$ cat src/rtl/scsi_hba_n.sv
// scsi_hba_n: 5380-style SCSI host adapter with an N-target bus merge,
// a loadable DMA byte counter with end-of-DMA, and an interrupt unit
// (end-of-DMA, phase mismatch, busy loss, bus reset).
// Optional target parity checking is built when SCSI_HBA_PARITY_EN is defined.
module scsi_hba_n #(
    parameter int NUM_TGT = 2,
    parameter int CNT_W   = 16
) (
    input  logic                 clk,
    input  logic                 reset,
    input  logic                 ce,
    input  logic                 bus_cs,
    input  logic                 bus_we,
    input  logic [2:0]           bus_rs,
    input  logic                 dack,
    input  logic [7:0]           wdata,
    output logic [7:0]           rdata,
    output logic                 irq,
    output logic                 drq,
    input  logic [CNT_W-1:0]     dma_len,
    input  logic                 dma_len_ld,
    input  logic [NUM_TGT-1:0]   tgt_bsy,
    input  logic [NUM_TGT-1:0]   tgt_msg,
    input  logic [NUM_TGT-1:0]   tgt_cd,
    input  logic [NUM_TGT-1:0]   tgt_io,
    input  logic [NUM_TGT-1:0]   tgt_req,
    input  logic [8*NUM_TGT-1:0] tgt_dout,
`ifdef SCSI_HBA_PARITY_EN
    input  logic [NUM_TGT-1:0]   tgt_par,
    output logic                 scsi_par,
`endif
    output logic                 scsi_rst,
    output logic                 scsi_sel,
    output logic                 scsi_atn,
    output logic                 scsi_ack,
    output logic [7:0]           scsi_dout
);

    typedef enum logic [1:0] {D_IDLE, D_REQ, D_ACK} dstate_t;

    dstate_t          state_q, state_d;
    logic [7:0]       mr_q, mr_d;
    logic [5:0]       icr_q, icr_d;      // {icr7, icr4..icr0}
    logic [3:0]       tcr_q, tcr_d;
    logic [7:0]       dout_q, dout_d;
    logic [CNT_W-1:0] cnt_q, cnt_d;
    logic             irq_q, irq_d;
    logic             eodma_q, eodma_d;
    logic             perr_q, perr_d;
    logic             dma_en_q, dma_en_d;
    logic             dma_ack_q;
    logic             cs_q, req_q, bsy_q;

    logic       msg, cd, io, req, sel_par;
    logic [7:0] din;
    logic       acc, dma_wr, dma_rd, reg_wr, reg_rd;
    logic       scsi_bsy, pmatch, req_rise;

    // Merge targets: the lowest busy index owns the bus (assigned last, so it wins)
    always_comb begin
        msg     = 1'b0;
        cd      = 1'b0;
        io      = 1'b0;
        req     = 1'b0;
        sel_par = 1'b0;
        din     = 8'h55;
        for (int i = NUM_TGT - 1; i >= 0; i--) begin
            if (tgt_bsy[i]) begin
                msg = tgt_msg[i];
                cd  = tgt_cd[i];
                io  = tgt_io[i];
                req = tgt_req[i];
                din = tgt_dout[8*i +: 8];
`ifdef SCSI_HBA_PARITY_EN
                sel_par = tgt_par[i];
`endif
            end
        end
    end

    // One pulse per access; dack/we decode makes the four pulses mutually exclusive
    assign acc    = bus_cs & ~cs_q;
    assign dma_wr = acc & dack & bus_we;
    assign dma_rd = acc & dack & ~bus_we;
    assign reg_wr = acc & ~dack & bus_we;
    assign reg_rd = acc & ~dack & ~bus_we;

    assign scsi_bsy = icr_q[3] | mr_q[0] | (|tgt_bsy);
    assign pmatch   = (tcr_q[2:0] == {msg, cd, io});
    assign req_rise = req & ~req_q;

    assign irq       = irq_q;
    assign drq       = (state_q == D_REQ) & req & pmatch;
    assign scsi_rst  = icr_q[5];
    assign scsi_sel  = icr_q[2];
    assign scsi_atn  = icr_q[1];
    assign scsi_ack  = icr_q[4] | dma_ack_q;
    assign scsi_dout = dout_q;
`ifdef SCSI_HBA_PARITY_EN
    assign scsi_par  = ~^dout_q;
`endif

    // Register read mux; dack reads always see the CDR
    always_comb begin
        logic [7:0] cdr;
        cdr   = (icr_q[0] | mr_q[0]) ? dout_q : din;
        rdata = cdr;
        if (!dack) begin
            case (bus_rs)
                3'd0:    rdata = cdr;
                3'd1:    rdata = {icr_q[5], mr_q[0], 1'b0, icr_q[4:0]};
                3'd2:    rdata = mr_q;
                3'd3:    rdata = {4'h0, tcr_q};
                3'd4:    rdata = {icr_q[5], scsi_bsy, req, msg, cd, io, icr_q[2], sel_par};
                3'd5:    rdata = {eodma_q, drq, perr_q, irq_q, pmatch, 1'b0, icr_q[1], scsi_ack};
                3'd6:    rdata = din;
                default: rdata = 8'hff;
            endcase
        end
    end

    // Next state: register writes, DMA FSM, counter and interrupt sources
    always_comb begin
        state_d  = state_q;
        mr_d     = mr_q;
        icr_d    = icr_q;
        tcr_d    = tcr_q;
        dout_d   = dout_q;
        cnt_d    = cnt_q;
        irq_d    = irq_q;
        eodma_d  = eodma_q;
        perr_d   = perr_q;
        dma_en_d = dma_en_q;

        if (reg_wr) begin
            case (bus_rs)
                3'd0:    dout_d = wdata;
                3'd1:    icr_d  = {wdata[7], wdata[4:0]};
                3'd2:    mr_d   = wdata;
                3'd3:    tcr_d  = wdata[3:0];
                3'd4:    ;
                default: dma_en_d = mr_q[1];
            endcase
        end

        // Status clear comes first so any same-cycle interrupt set wins
        if (reg_rd && bus_rs == 3'd7) begin
            irq_d   = 1'b0;
            eodma_d = 1'b0;
            perr_d  = 1'b0;
        end

        case (state_q)
            D_IDLE: if (dma_en_q) state_d = D_REQ;
            D_REQ: begin
                if (dma_wr) dout_d = wdata;
                if ((dma_rd | dma_wr) & req) state_d = D_ACK;
            end
            D_ACK: begin
                if (!req) begin
                    state_d = D_REQ;
                    if (cnt_q != '0) begin
                        cnt_d = cnt_q - 1'b1;
                        if (cnt_q == CNT_W'(1)) begin
                            eodma_d  = 1'b1;
                            dma_en_d = 1'b0;
                            state_d  = D_IDLE;
                            if (mr_q[3]) irq_d = 1'b1;
                        end
                    end
                end
            end
            default: state_d = D_IDLE;
        endcase

        if (req_rise && dma_en_q && !pmatch) begin
            irq_d    = 1'b1;
            dma_en_d = 1'b0;
            state_d  = D_IDLE;
        end
        if (mr_q[2] && bsy_q && !scsi_bsy) irq_d = 1'b1;
        if (reg_wr && bus_rs == 3'd1 && wdata[7] && !icr_q[5]) irq_d = 1'b1;
`ifdef SCSI_HBA_PARITY_EN
        if (dma_rd && !(^{sel_par, din})) begin
            perr_d = 1'b1;
            if (mr_q[5]) irq_d = 1'b1;
        end
`endif
        // Leaving DMA mode aborts any transfer in the same clock as the MR write
        if (!mr_d[1]) begin
            dma_en_d = 1'b0;
            state_d  = D_IDLE;
        end
        if (dma_len_ld) cnt_d = dma_len;
    end

    // State and edge-detect registers
    always_ff @(posedge clk) begin
        if (reset) begin
            state_q  <= D_IDLE;
            mr_q     <= '0;
            icr_q    <= '0;
            tcr_q    <= '0;
            dout_q   <= '0;
            cnt_q    <= '0;
            irq_q    <= 1'b0;
            eodma_q  <= 1'b0;
            perr_q   <= 1'b0;
            dma_en_q <= 1'b0;
            cs_q     <= 1'b0;
            req_q    <= 1'b0;
            bsy_q    <= 1'b0;
        end else begin
            state_q  <= state_d;
            mr_q     <= mr_d;
            icr_q    <= icr_d;
            tcr_q    <= tcr_d;
            dout_q   <= dout_d;
            cnt_q    <= cnt_d;
            irq_q    <= irq_d;
            eodma_q  <= eodma_d;
            perr_q   <= perr_d;
            dma_en_q <= dma_en_d;
            cs_q     <= bus_cs;
            req_q    <= req;
            bsy_q    <= scsi_bsy;
        end
    end

    // DMA ACK follows the FSM only on ce clocks; reset releases it at once
    always_ff @(posedge clk) begin
        if (reset)   dma_ack_q <= 1'b0;
        else if (ce) dma_ack_q <= (state_q == D_ACK);
    end

endmodule
$ cat config.mk
export PLATFORM = sky130hd
export DESIGN_NAME = scsi_hba_n
export DESIGN_NICKNAME = d
export VERILOG_FILES = /design/src/rtl/scsi_hba_n.sv
export SDC_FILE = /design/constraint.sdc
export NUM_CORES = 1
export LEC_CHECK = 0
export BUFFER_PORTS_ARGS = -buffer_cell sky130_fd_sc_hd__buf_2
export CAP_MARGIN = 20
export CORE_ASPECT_RATIO = 0.7
export CORE_MARGIN = 2
export CORE_UTILIZATION = 53
export CTS_CLUSTER_SIZE = 40
export DETAILED_ROUTE_END_ITERATION = 7
export PLACE_DENSITY = 0.79
export SETUP_SLACK_MARGIN = 0.2
export SYNTH_ARGS = -nofsm -noshare
export SYNTH_HDL_FRONTEND = slang
export SYNTH_SLANG_ARGS = --single-unit
$ cat constraint.sdc
create_clock -name clk -period 2.8 [get_ports clk]
set_clock_uncertainty 0.2 [all_clocks]
set_input_delay 0.42 -clock clk [delete_from_list [all_inputs] [get_ports clk]]
set_output_delay 0.42 -clock clk [all_outputs]
set_load 0.02 [all_outputs]
==> impl_metrics.yaml <==
run_status:
  outcome: "complete, no violations"
pwr:
  p_int_mw: 1.16
  power_frac_clock_pct: 32.4
  power_mw: 1.63
  p_switching_uw: 472
  swShare_pct: 29.0
  sequentialPowerShare_pct: 47.2
  ir_worst_vdd_mv: 0.284
  combPwrFrac_pct: 20.5
  p_leak_nw: 1.53
  power_density_nw_per_um2: 434
logic_synthesis:
  synth_top_cell_by_area: "dfxtp_1"
  synth_cell_types: 58
  ys_seq_area_share_pct: 33.4
  synth-async-reset-ratio_pct: 0
  syn_nets: 456
  ys_ff_latch: 51
  synth.area.top_cells: "dfxtp_1, nor2_1, mux2i_1, a21oi_1, nand2_1"
  synth_ff_type: "dfxtp_1"
  synth_cells: 393
  postSynthAreaPerCell_sq_um: 7.77
  synth_edf_count: 0
  synth_top_cell_area_share_pct: 33.4
  synth_area_sq_um: 3050
  ys.warnings.count: 0
drt:
  wirelength_mm: 9.70
  ant_nets: 0
  remaining_drc_errors: 0
  drt_first_pass_iters: 6
  routedWlPerCell_um: 17.8
  drt_iter0_markers: 415
  vias: 3324
  viasPerCell: 6.09
floorplan:
  rows: 23
  initial_core_util_pct: 54.1
  io_pins: 82
  dieArea_sq_um: 6400
  die_h_um: 67.5
  die_w_um: 94.7
  core-area_sq_um: 5640
final_layout:
  fill_cells: 508
  layout.nets: 533
  drive_above_1_share_pct: 26.8
  multiInputGateArea_sq_um: 1980
  area_delta_synth_final_pct: 23.0
  regArea_sq_um: 1020
  antenna_cells_inserted: 0
  fin_cells: 546
worst_setup_path:
  crit_path_end_kind: "primary output"
  crit_top_cell: "buf_4"
  crit_fanout: 8
  max_stage_delay_ns: 0.43
  critPathLaunchType: "primary input"
  crit_chain: "buf_4, and3b_1, or3_1, a221o_1, nand2b_4, o221ai_2, buf_4"
  cp.arrival_ns: 1.94
  critPathSlowestCell: "a221o_1"
  setup.worst_path.class: "in2out"
  critPathRequiredTime_ns: 2.18
place:
  hpwlAfterDp_mm: 7.36
  dpl.cell_count: 537
  numPortBuffers: 81
  place.gp.congestion: 0.960
  place_worst_setup_slack_ns: 0.177
job:
  cap_violations: 0
clocking:
  htreeDepth: 2
  clk_pin_slew_ns: 0.09
  cts-buffers-inserted: 5
  cts_root_buffer: "clkbuf_8"
  cts_num_sinks: 51
  clockBufferDepth: 2
  insertion_delay_ns: 0.31
  cts_tree: "built"
grt:
  grt_use_total_pct: 30.5
  grt_pass1_vias: 2873
  grt_remaining_overflow: 0
  grt_max_degree: 29
  antenna_found_initial: 0
  grt_pass1_wl_mm: 14.8
sta:
  fin_crit_ns: 2.56
  finalHoldViolCount: 0
  max-slew-margin-rel_pct: 54.1
  post-route-period-util_pct: 91.5
  fmax_ghz: 0.390
  fin_ws_ns: 0.237
  drv_slew: 0
  setup_viol: 0
  tns_ns: 0
  timing.hold.ws_ns: 0.145
  tightest_slew_ns: 0.685
  rsz0062_at_grt: "true"
min_path:
  hold_class: "in2reg"
per-layer routing:
layer | vias up | global-route usage [%] | part of all wire [%]
met2 | 145 | 42.6 | 42
li1 | 1604 | - | -
met5 | - | 0 | 0
met3 | 9 | 6.92 | 9.7
met4 | 0 | 6.16 | 0.75
met1 | 1566 | 47.4 | 47
worst max-delay path, delay by kind of cell:
family                 cells  cell delay [ns]
AO/OA/AOI/OAI              2             0.50
AND/OR/NAND/NOR            3             0.71
buffers and inverters      2             0.32
Yosys cell counts, drive strengths merged, types with 4 or more instances:
master	number
nor2b	8
or3	6
or4b	4
dfxtp	51
a211oi	11
a22oi	4
o21ai	12
inv	7
xnor2	12
nand2b	5
a31oi	4
a21oi	29
nand3	17
nor4	8
o22ai	12
nand2	28
nor3	16
mux2i	19
nor2	55
clkbuf	23
nand3b	4
flip-flops by register name, summed over array words and instances, names as in the netlist, 2 cells and up:
name       cells
cnt_q         16
tcr_q          4
state_q        2
scsi_dout      8
mr_q           8
icr_q          6
final timing paths:
check	depth (start not counted)	startpoint	slack, ns	to
setup / recovery	7	tgt_bsy[1]	0.24	rdata[3]
hold / removal	3	dma_len[2]	0.15	cnt_q[2]
setup reg to reg	4	cnt_q[2]	0.28	cnt_q[13]
hold reg to reg	2	mr_q[5]	0.28	mr_q[5]
final cells by class:
class	instances	share of cell area (%)
Inverter	8	0.799
Multi-Input combinational cell	309	52.6
Tap cell	75	2.50
Sequential cell	51	27.2
Clock buffer	6	1.93
Timing Repair Buffer	95	14.0
Clock inverter	2	1.03
per-stage QoR:
| stage | instance area [sq um] | util (%) |
|---|---|---|
| 6_report | 3760 | 66.6 |
| 5_1_grt | 3760 | 66.6 |
| 4_1_cts | 3690 | 65.5 |
| 3_5_place_dp | 3570 | 63.3 |
| 3_3_place_gp | 3570 | 63.3 |
| 2_1_floorplan | 3070 | - |
power by group through the flow:
stage	Sequential, mW	Combinational [mW]	Clock [mW]
after global routing	0.771	0.360	0.567
final	0.769	0.333	0.527
after CTS	0.767	0.314	0.528
after detailed placement	0.784	0.308	0
after floorplan	0.779	0.198	0
after global placement	0.782	0.304	0
placed cells by master (no fill, tap or decap), types with 3 or more instances in the layout:
master / instances
nand3b_1: 4
nor3_1: 15
clkbuf_8: 5
nor4_1: 7
a22oi_1: 4
mux2i_1: 19
o22ai_1: 11
dfxtp_1: 50
xnor2_1: 12
nor2b_1: 7
nand2b_1: 4
or4b_2: 3
a221oi_1: 3
a31oi_1: 4
nand3_1: 17
nor2_1: 53
or2_2: 3
and2_1: 3
a211oi_2: 3
buf_2: 77
nand2_1: 28
buf_4: 17
a211oi_1: 8
a311oi_1: 3
a21oi_1: 29
and3_1: 3
ha_1: 3
or3_1: 5
o21ai_0: 12
inv_1: 7
logic make-up (layout without fill, tap and decap cells):
logic type / Yosys count / in the layout / synth area share (%)
mux: 20 / 20 / 6.60
buf+inv: 33 / 111 / 4.10
fa+ha+maj: 3 / 3 / 1.23
xor+xnor: 13 / 13 / 3.73
flops: 51 / 51 / 33.4
simple gates: 173 / 173 / 29.2
compound gates: 100 / 100 / 21.8
what timing repair did:
| action | in CTS | in global routing |
|---|---|---|
| gates resized for setup | 2 | 16 |
| pin swaps | 0 | 4 |
| setup endpoints to repair | 3 | 13 |
| hold endpoints to repair | 0 | 0 |
| hold buffers | 0 | 0 |
| setup buffers | 0 | 1 |
Power figures use the tool's default switching activity.
